[config.mk]
export PLATFORM = sky130hd
export DESIGN_NAME = qcl_domino_rx
export DESIGN_NICKNAME = d
export VERILOG_FILES = /design/src/rtl/qcl_domino_pkg.sv /design/src/rtl/qcl_sat_counter.sv /design/src/rtl/qcl_domino_rx.sv
export SDC_FILE = /design/constraint.sdc
export NUM_CORES = 1
export LEC_CHECK = 0
export ABC_AREA = 0
export BUFFER_PORTS_ARGS = -buffer_cell sky130_fd_sc_hd__buf_2
export CAP_MARGIN = 10
export CELL_PAD_IN_SITES_DETAIL_PLACEMENT = 1
export CELL_PAD_IN_SITES_GLOBAL_PLACEMENT = 2
export CORE_MARGIN = 2
export CORE_UTILIZATION = 35
export DETAILED_ROUTE_END_ITERATION = 10
export GPL_ROUTABILITY_DRIVEN = 1
export PLACE_DENSITY = 0.72
export REMOVE_ABC_BUFFERS = 1
export SYNTH_ARGS = -nofsm -noshare
export SYNTH_HDL_FRONTEND = slang
export SYNTH_SLANG_ARGS = --single-unit
[constraint.sdc]
create_clock -name clk_i -period 1.9 [get_ports clk_i]
set_input_delay 0.19 -clock clk_i [delete_from_list [all_inputs] [get_ports clk_i]]
set_output_delay 0.19 -clock clk_i [all_outputs]
set_load 0.01 [all_outputs]
[src/rtl/qcl_domino_pkg.sv]
// Shared definitions for the domino-stretched control line (transmit and receive sides).
// Holds the line state encoding and the counter width helper.
package qcl_domino_pkg;

  typedef enum logic [1:0] {
    IDLE   = 2'd0,
    ACTIVE = 2'd1,
    STUCK  = 2'd2
  } qcl_state_e;

  // Counter must hold 0..max_els plus headroom so the saturation value is representable.
  function automatic int qcl_cnt_w(input int max_els);
    return $clog2(max_els + 2);
  endfunction

endpackage

[src/rtl/qcl_sat_counter.sv]
// Saturating up-counter for the pulse-width measurement.
// Clear has priority; clear together with incr loads 1 so a new pulse is counted immediately.
module qcl_sat_counter
  import qcl_domino_pkg::*;
#(
  parameter int width_p = 4,
  parameter int max_p   = 8
) (
  input  logic               clk_i,
  input  logic               reset_n_i,
  input  logic               clear_i,
  input  logic               incr_i,
  output logic [width_p-1:0] cnt_o,
  output logic               sat_o
);

  localparam logic [width_p-1:0] max_lp = width_p'(max_p);

  logic [width_p-1:0] cnt_next;

  always_comb begin
    cnt_next = cnt_o;
    if (clear_i) begin
      cnt_next = incr_i ? width_p'(1) : '0;
    end else if (incr_i && (cnt_o < max_lp)) begin
      cnt_next = cnt_o + width_p'(1);
    end
  end

  always_ff @(posedge clk_i or negedge reset_n_i) begin
    if (!reset_n_i) begin
      cnt_o <= '0;
    end else begin
      cnt_o <= cnt_next;
    end
  end

  assign sat_o = (cnt_o == max_lp);

endmodule

[src/rtl/qcl_domino_rx.sv]
// Receive side of a domino-stretched level: measures active width, filters glitches and
// stuck levels, and emits single-cycle event strobes plus the measured width.
module qcl_domino_rx
  import qcl_domino_pkg::*;
#(
  parameter int   min_els_p = 4,
  parameter int   max_els_p = 64,
  parameter logic val_p     = 1'b1,
  localparam int  cnt_w_lp  = qcl_cnt_w(max_els_p)
) (
  input  logic                clk_i,
  input  logic                reset_n_i,
  input  logic                i,
  output logic                first_o,
  output logic                v_o,
  output logic                err_short_o,
  output logic                err_long_o,
  output logic [cnt_w_lp-1:0] len_o
);

  localparam logic [cnt_w_lp-1:0] min_lp      = cnt_w_lp'(min_els_p);
  localparam logic [cnt_w_lp-1:0] first_at_lp = cnt_w_lp'(min_els_p - 1);

  (* shreg_extract = "no" *) logic i_r;

  qcl_state_e          state, state_next;
  logic                act;
  logic                cnt_clear, cnt_incr, cnt_sat;
  logic [cnt_w_lp-1:0] cnt;
  logic                first_next, v_next, short_next, long_next;
  logic [cnt_w_lp-1:0] len_next;

  // Input stage: reset to the inactive level so an already-active line starts a fresh count.
  always_ff @(posedge clk_i or negedge reset_n_i) begin
    if (!reset_n_i) begin
      i_r <= ~val_p;
    end else begin
      i_r <= i;
    end
  end

  assign act = (i_r == val_p);

  // IDLE loads 1 on the first active sample; STUCK holds the saturated count.
  assign cnt_clear = (state == IDLE) || !act;
  assign cnt_incr  = act && ((state == IDLE) || ((state == ACTIVE) && !cnt_sat));

  qcl_sat_counter #(
    .width_p (cnt_w_lp),
    .max_p   (max_els_p)
  ) u_cnt (
    .clk_i     (clk_i),
    .reset_n_i (reset_n_i),
    .clear_i   (cnt_clear),
    .incr_i    (cnt_incr),
    .cnt_o     (cnt),
    .sat_o     (cnt_sat)
  );

  always_ff @(posedge clk_i or negedge reset_n_i) begin
    if (!reset_n_i) begin
      state <= IDLE;
    end else begin
      state <= state_next;
    end
  end

  always_comb begin
    state_next = state;
    unique case (state)
      IDLE:    if (act) state_next = ACTIVE;
      ACTIVE:  if (!act) state_next = IDLE;
               else if (cnt_sat) state_next = STUCK;
      STUCK:   if (!act) state_next = IDLE;
      default: state_next = IDLE;
    endcase
  end

  always_comb begin
    first_next = 1'b0;
    v_next     = 1'b0;
    short_next = 1'b0;
    long_next  = 1'b0;
    len_next   = len_o;
    if (state == ACTIVE) begin
      if (act) begin
        if (!cnt_sat) begin
          first_next = (cnt == first_at_lp);
        end else begin
          long_next = 1'b1;
        end
      end else begin
        len_next = cnt;
        if (cnt >= min_lp) begin
          v_next = 1'b1;
        end else begin
          short_next = 1'b1;
        end
      end
    end
  end

  // Output stage: every strobe and len_o are registered.
  always_ff @(posedge clk_i or negedge reset_n_i) begin
    if (!reset_n_i) begin
      first_o     <= 1'b0;
      v_o         <= 1'b0;
      err_short_o <= 1'b0;
      err_long_o  <= 1'b0;
      len_o       <= '0;
    end else begin
      first_o     <= first_next;
      v_o         <= v_next;
      err_short_o <= short_next;
      err_long_o  <= long_next;
      len_o       <= len_next;
    end
  end

  a_min_ok: assert property (@(posedge clk_i) min_els_p >= 2);
  a_max_ok: assert property (@(posedge clk_i) max_els_p >= min_els_p);
  a_i_known: assert property (@(posedge clk_i) disable iff (!reset_n_i) !$isunknown(i));
  a_one_end: assert property (@(posedge clk_i) disable iff (!reset_n_i)
                              $onehot0({v_o, err_short_o, err_long_o}));
  a_cnt_bound: assert property (@(posedge clk_i) disable iff (!reset_n_i)
                                cnt <= cnt_w_lp'(max_els_p));

endmodule
# --- Yosys cells after proc, flatten, opt, wreduce, memory -nomap -nowiden ---
# Index checks and enable logic that the tools add are counted.
totals:
  regBits: 21
  in_bits: 3
  out_inout_bits: 11
  wordCells: 50
classes:
  addsub: 1
  n_lt_le_gt_ge: 2
  n_eq_ne: 7
  mux: 20
  n_bitwise: 1
  reduce_logical: 11
op_table:
  columns: ["op", "count"]
  rows:
  - ["two-way mux 7 bit", 2]
  - ["two-way mux 1 bit", 13]
  - ["two-way mux 2 bit", 4]
  - ["adder 7 x 1 -> 7 bit (second input constant)", 1]
  - ["equality test 7 x 2 -> 1 bit (second input constant)", 1]
  - ["equality test 7 bit (second input constant)", 1]
  - [">= comparator 7 x 3 -> 1 bit (second input constant)", 1]
  - ["less-than comparator 7 bit (second input constant)", 1]
  - ["one-hot mux 2 bit (3 select lines)", 1]
  - ["inequality test 2 bit (second input constant)", 2]
  - ["logical AND 1 bit", 3]
  - ["inequality test 3 bit (second input constant)", 1]
  - ["AND reduction 3 bit", 1]
  - ["equality test 2 x 1 -> 1 bit (second input constant)", 1]
  - ["equality test 2 bit (second input constant)", 1]
  - ["logical NOT 1 bit", 2]
  - ["logical NOT 2 bit", 1]
  - ["logical OR 1 bit", 2]
  - ["AND reduction 2 bit", 1]
  - ["nonzero test 2 bit", 1]
  - ["NOT 1 bit", 1]

# --- Longest topological paths before layout ---
logic_depth:
  ltp_word: 8
  mapped_depth: 5
  depth_no_buf: 5

# --- Hierarchy ---
# A second synthesis with hierarchy kept.
unflattened:
  cells_unflattened: 75
  hier_area_um2: 934.6
by_module_without_submodules:
  columns: ["module", "n_inst", "cells_per_inst", "area_per_inst_um2", "seq_area_each_um2"]
  rows:
  - ["qcl_domino_rx", 1, 37, 545.5, 350.3]
  - ["qcl_sat_counter", 1, 38, 389.1, 175.2]

# --- Least setup slack after synthesis ---
# OpenSTA, ideal clock, no wires.
synth_timing:
  path_kind: "reg2reg"
  start: "register u_cnt.cnt_o[6]"
  end: "register u_cnt.cnt_o[5]"
  setup_ps: 80
  t_arrival_ps: 1551
  required_ps: 1820
  slack_ps: 268
  path_stages_with_launch: 5
  n_path_buf: 1
  period_less_slack_ps: 1632
  cell_sequence: "dfrtp_1 > or3b_1 > buf_2 > or4_1 > a21oi_1"
synth_via:
  elab_chain_len: 7
  elab_cells_between_ends: 8
  cone_classes: "order compare (1); eq/ne (1); reduce/logical (6)"
synth_rtl:
  columns: ["element", "line", "source"]
  rows:
  - ["start: declaration", "qcl_sat_counter.sv:13", "output logic [width_p-1:0] cnt_o,"]
  - ["start signal: assignment", "qcl_sat_counter.sv:34", "cnt_o <= cnt_next;"]
  - ["branches (longest 5 deep; another with less-than comparator 7 bit)", null, null]
  - ["logical AND 1 bit (*)", "qcl_sat_counter.sv:25", "end else if (incr_i && (cnt_o < max_lp)) begin"]
  - ["nonzero test 2 bit (no source line) (*)", null, null]
# Mark *: on every way between the ends.
# A chain may end at the register's enable or synchronous reset.

# --- Final worst setup path ---
layout_timing:
  start: "register state[1]"
  end: "register u_cnt.cnt_o[5]"
layout_via:
  elab_chain_len: 6
  elab_cells_between_ends: 9
  cone_classes: "eq/ne (1); mux (1); reduce/logical (7)"
layout_rtl:
  columns: ["element", "line", "source"]
  rows:
  - ["start: declaration", "qcl_domino_rx.sv:26", "qcl_state_e state, state_next;"]
  - ["start signal: assignment", "qcl_domino_rx.sv:64", "state <= state_next;"]
  - ["equality test 2 x 1 -> 1 bit", "qcl_domino_rx.sv:46", "assign cnt_incr = act && ((state == IDLE) || ((state == ACTIVE) && !cnt_sat));"]
  - ["logical AND 1 bit", "qcl_domino_rx.sv:46", null]
  - ["logical OR 1 bit", "qcl_domino_rx.sv:46", null]
  - ["logical AND 1 bit", "qcl_domino_rx.sv:46", null]
  - ["logical AND 1 bit", "qcl_sat_counter.sv:25", null]
  - ["nonzero test 2 bit (no source line)", null, null]
# Several ways; a longest one is shown, not always the timed one.

==> flow_results.org <==
** Run status
- The run finished with clean final reports.

** GRT
- The initial antenna violation count is 0.
- The via count of the first global-routing pass came to 601.
- Congestion Overflow GR :: 0
- The first global-routing pass estimated slightly below 3000 um of wire.
- Largest net degree at the start of global routing :: 22
- In the global route stage, overall resource usage came out at 0.140.

** Logic synthesis
- Cell area after synthesis :: about 900 sq um
- Dividing the synthesized area by the synthesized cell count gives ~12 sq um.
- Cell variety after synth :: 26
- For this run, the register share of the synthesized area comes to 0.587.
- Warning count from the yosys run :: 0
- Flop and latch count out of synthesis :: 21
- Synthesis produced 76 cells.

** Run
- Max Cap Violations :: 0

** Clock tree
- After clock tree synthesis, the clock-pin slew on the worst setup and hold paths is about 0.12 ns.
- In this run the number of H-tree levels came out at 1.
- Clock latency on the worst-skew pair, taken at its later pin, is roughly 0.31 ns.
- The number of gates resized after CTS was 0.
- CTS tree :: built
- In this run the deepest clock path goes through 2 buffers.
- CTS saw 21 sinks.
- Root Buffer :: sky130_fd_sc_hd__clkbuf_4
- Number of CTS-inserted buffers :: 3

** STA
- Slew Limit Fails :: 0
- Tightest Pin Transition :: between 0.4 and 0.5 ns
- Final Hold Vio Count :: 0
- Setup violations remaining at the end of the flow were counted as 0.
- Measured against its own limit, the worst slew margin works out to 0.694.
- In the final timing run, aggregate negative setup slack is 0 ns.
- Between clock sinks in the finished design, the worst skew comes to approximately 0.0055 ns.
- The tightest hold path in the finished design has a slack of roughly 0.35 ns.
- Setup repair after global routing left no endpoint under its margin.
- Clock period minus final worst setup slack :: ~1.7 ns
- Share of the cycle needed by the critical path after routing :: 0.901
- Across all setup checks in the final design, the least slack found is roughly 0.19 ns.
- Max Clk Rate :: a little under 600 MHz

** Floorplanning
- The floorplan has 18 rows.
- Effective utilization at floorplan :: 0.365
- Total I/O pin count :: 14
- In this run the horizontal extent of the chip is roughly 55 um.
- Placeable core region :: around 2500 sq um
- Die Area :: just under 3000 sq um
- Vertical die dimension :: 54.6 um

** Placement
- Buffers placed on the I/O ports in this run total 13.
- Routability-driven placement finished with a final weighted congestion of ~0.74.
- Final HPWL DP :: between 1000 and 1500 um
- Before CTS, the worst setup slack after placement is 0.206 ns.

** Critical path
- On the critical path the largest part of the delay comes from simple AND/OR/NAND/NOR gates.
- The worst register-to-register path begins at state[1].
- Number of logic stages on the critical path including buffering :: 3
- Counting both buffers and inverters, the worst setup path holds a total of 0.
- Worst-case register-to-register setup slack :: about 0.19 ns
- The largest single stage delay on the critical path is 0.54 ns.
- Worst endpoint required time :: roughly 2.1 ns
- Worst-path cell chain :: or3b_1 -> or4_1 -> a21oi_1
- STA puts the critical path data arrival time at 1.96 ns.
- Largest fanout on the critical path :: 9
- CP max stage cell :: sky130_fd_sc_hd__or4_1
- Crit Path Category :: reg2reg
- The worst setup path is launched from a flip-flop.
- The worst setup path is captured at a flip-flop.
- The worst register-to-register path ends at u_cnt.cnt_o[5].
- Worst setup endpoint :: u_cnt.cnt_o[5]
- The critical path starts at state[1].
- Path depth of the worst reg2reg path :: 3

** Layout
- Area growth syn-to-layout :: 18.7%
- Once layout is complete, the utilization of the core stands at 0.433.
- Number of nets at the end of the flow :: 103
- In the final layout, the share of cells above drive strength 1 is 0.299.
- Antenna Diode Count :: 0

** Power and ir drop
- Power spread over the standard cell area amounts to between 600 and 700 nW/um^2.
- Across the VDD grid, the largest voltage drop is around 400 uV.
- Leakage power summed over all cells :: 0.540 nW

** Route
- After detailed routing, the number of vias per cell comes to just under 5.
- In the routed design, unresolved DRC markers number 0.
- Total Routed Length :: 1790 um
- After detailed routing, the average wire length per cell comes to 14.1 um.
- Antenna Nets Post-Route :: 0
- The final route contains 624 vias.
- The pre-antenna-repair detailed-routing pass consisted of 3 iterations.
- Starting DRT DRC Count :: 1

** Worst hold path
- Worst hold path type :: in2async
==> worst min path at each step <==
stage / to / slack (ns) / depth (start not counted)
after floorplan: err_long_o / -0.11 / 0
after CTS: u_cnt.cnt_o[0] / 0.36 / 2
after global routing: u_cnt.cnt_o[0] / 0.39 / 2
after detailed placement: first_o / 0.18 / 1
after global placement: first_o / 0.17 / 1
final: u_cnt.cnt_o[0] / 0.35 / 2
==> cells in the mapped netlist <==
cell,instances,area (sq um)
sky130_fd_sc_hd__a21oi_1,5,25.0
sky130_fd_sc_hd__o31ai_1,1,7.51
sky130_fd_sc_hd__inv_1,3,11.3
sky130_fd_sc_hd__nand2b_1,1,6.26
sky130_fd_sc_hd__or4_1,2,15.0
sky130_fd_sc_hd__dfrtp_1,21,526
sky130_fd_sc_hd__ha_1,2,25.0
sky130_fd_sc_hd__nand3_1,2,10.0
sky130_fd_sc_hd__and4_1,1,8.76
sky130_fd_sc_hd__or3b_1,1,8.76
sky130_fd_sc_hd__a31o_2,1,8.76
sky130_fd_sc_hd__o21ai_0,5,25.0
sky130_fd_sc_hd__nor2b_1,2,12.5
sky130_fd_sc_hd__a21boi_0,2,15.0
sky130_fd_sc_hd__and3b_1,1,8.76
sky130_fd_sc_hd__nor2_1,5,18.8
sky130_fd_sc_hd__nor4_1,1,6.26
sky130_fd_sc_hd__mux2i_1,1,10.0
sky130_fd_sc_hd__nand2_1,3,11.3
sky130_fd_sc_hd__or3_1,3,18.8
sky130_fd_sc_hd__and3_1,2,12.5
sky130_fd_sc_hd__buf_2,1,5.00
sky130_fd_sc_hd__nor3_1,1,5.00
sky130_fd_sc_hd__a41oi_1,1,8.76
sky130_fd_sc_hd__buf_4,1,7.51
sky130_fd_sc_hd__mux2_2,7,78.8
==> report_power, final <==
| part | total (mW) | switching [mW] | internal [mW] | leakage (nW) |
|---|---|---|---|---|
| Sequential | 0.465 | 0.00780 | 0.457 | 0.284 |
| Clock | 0.220 | 0.141 | 0.0785 | 0.0177 |
| Combinational | 0.0573 | 0.0319 | 0.0254 | 0.238 |
==> state kept, by name (all words and copies together), names as in the netlist <==
register     count
len_o            7
state            2
err_long_o       1
v_o              1
err_short_o      1
i_r              1
first_o          1
u_cnt.cnt_o      7
==> layer usage <==
metal  vias up  GRT usage  share of wire
met3         2     0.0246          0.023
met4         0     0.0750         0.0084
li1        316          -              -
met2         7      0.210           0.49
met1       299      0.189           0.48
met5         -          0              0
==> metrics by stage <==
stage | power, mW | std cells | area, sq um
CTS | 0.756 | 127 | 1060
finish | 0.742 | 127 | 1060
detailed placement | 0.530 | 121 | 1020
global placement | 0.529 | 121 | 1020
global route | 0.782 | 127 | 1060
floorplan | 0.501 | 74 | 883
==> placed cells by master (no fill, tap or decap), types with 3 or more instances in the layout <==
cell type                  netlist  routed
sky130_fd_sc_hd__dfrtp_1        21      21
sky130_fd_sc_hd__buf_2           1      13
sky130_fd_sc_hd__nor2_1          5       5
sky130_fd_sc_hd__o21ai_0         5       5
sky130_fd_sc_hd__nand2_1         3       3
sky130_fd_sc_hd__a21oi_1         5       5
sky130_fd_sc_hd__buf_4           1       4
sky130_fd_sc_hd__or3_1           3       3
sky130_fd_sc_hd__mux2_2          7       7
sky130_fd_sc_hd__clkbuf_4        0       3
sky130_fd_sc_hd__inv_1           3       3
==> repair_timing <==
item	CTS	global route
hold endpoints to repair	22	0
setup buffers	0	0
hold buffers	2	0
==> kinds of logic after synthesis <==
family,count (synthesis),synth area share
muxes,8,0.0992
buffers and inverters,5,0.0265
AOI/OAI and AO/OA,15,0.101
DFF,21,0.587
adders and majority gates,2,0.0279
and+or+nand+nor,25,0.159
==> area by class of cell <==
type,instances,area [sq um]
clock buffers,3,22.5
clock inverters,1,5.00
fillers,279,1390
inverters,3,11.3
multi-input cells,50,347
flip-flops and latches,21,526
well taps,30,37.5
repair buffers,19,115
No activity file was read; power rests on OpenSTA's default activity.
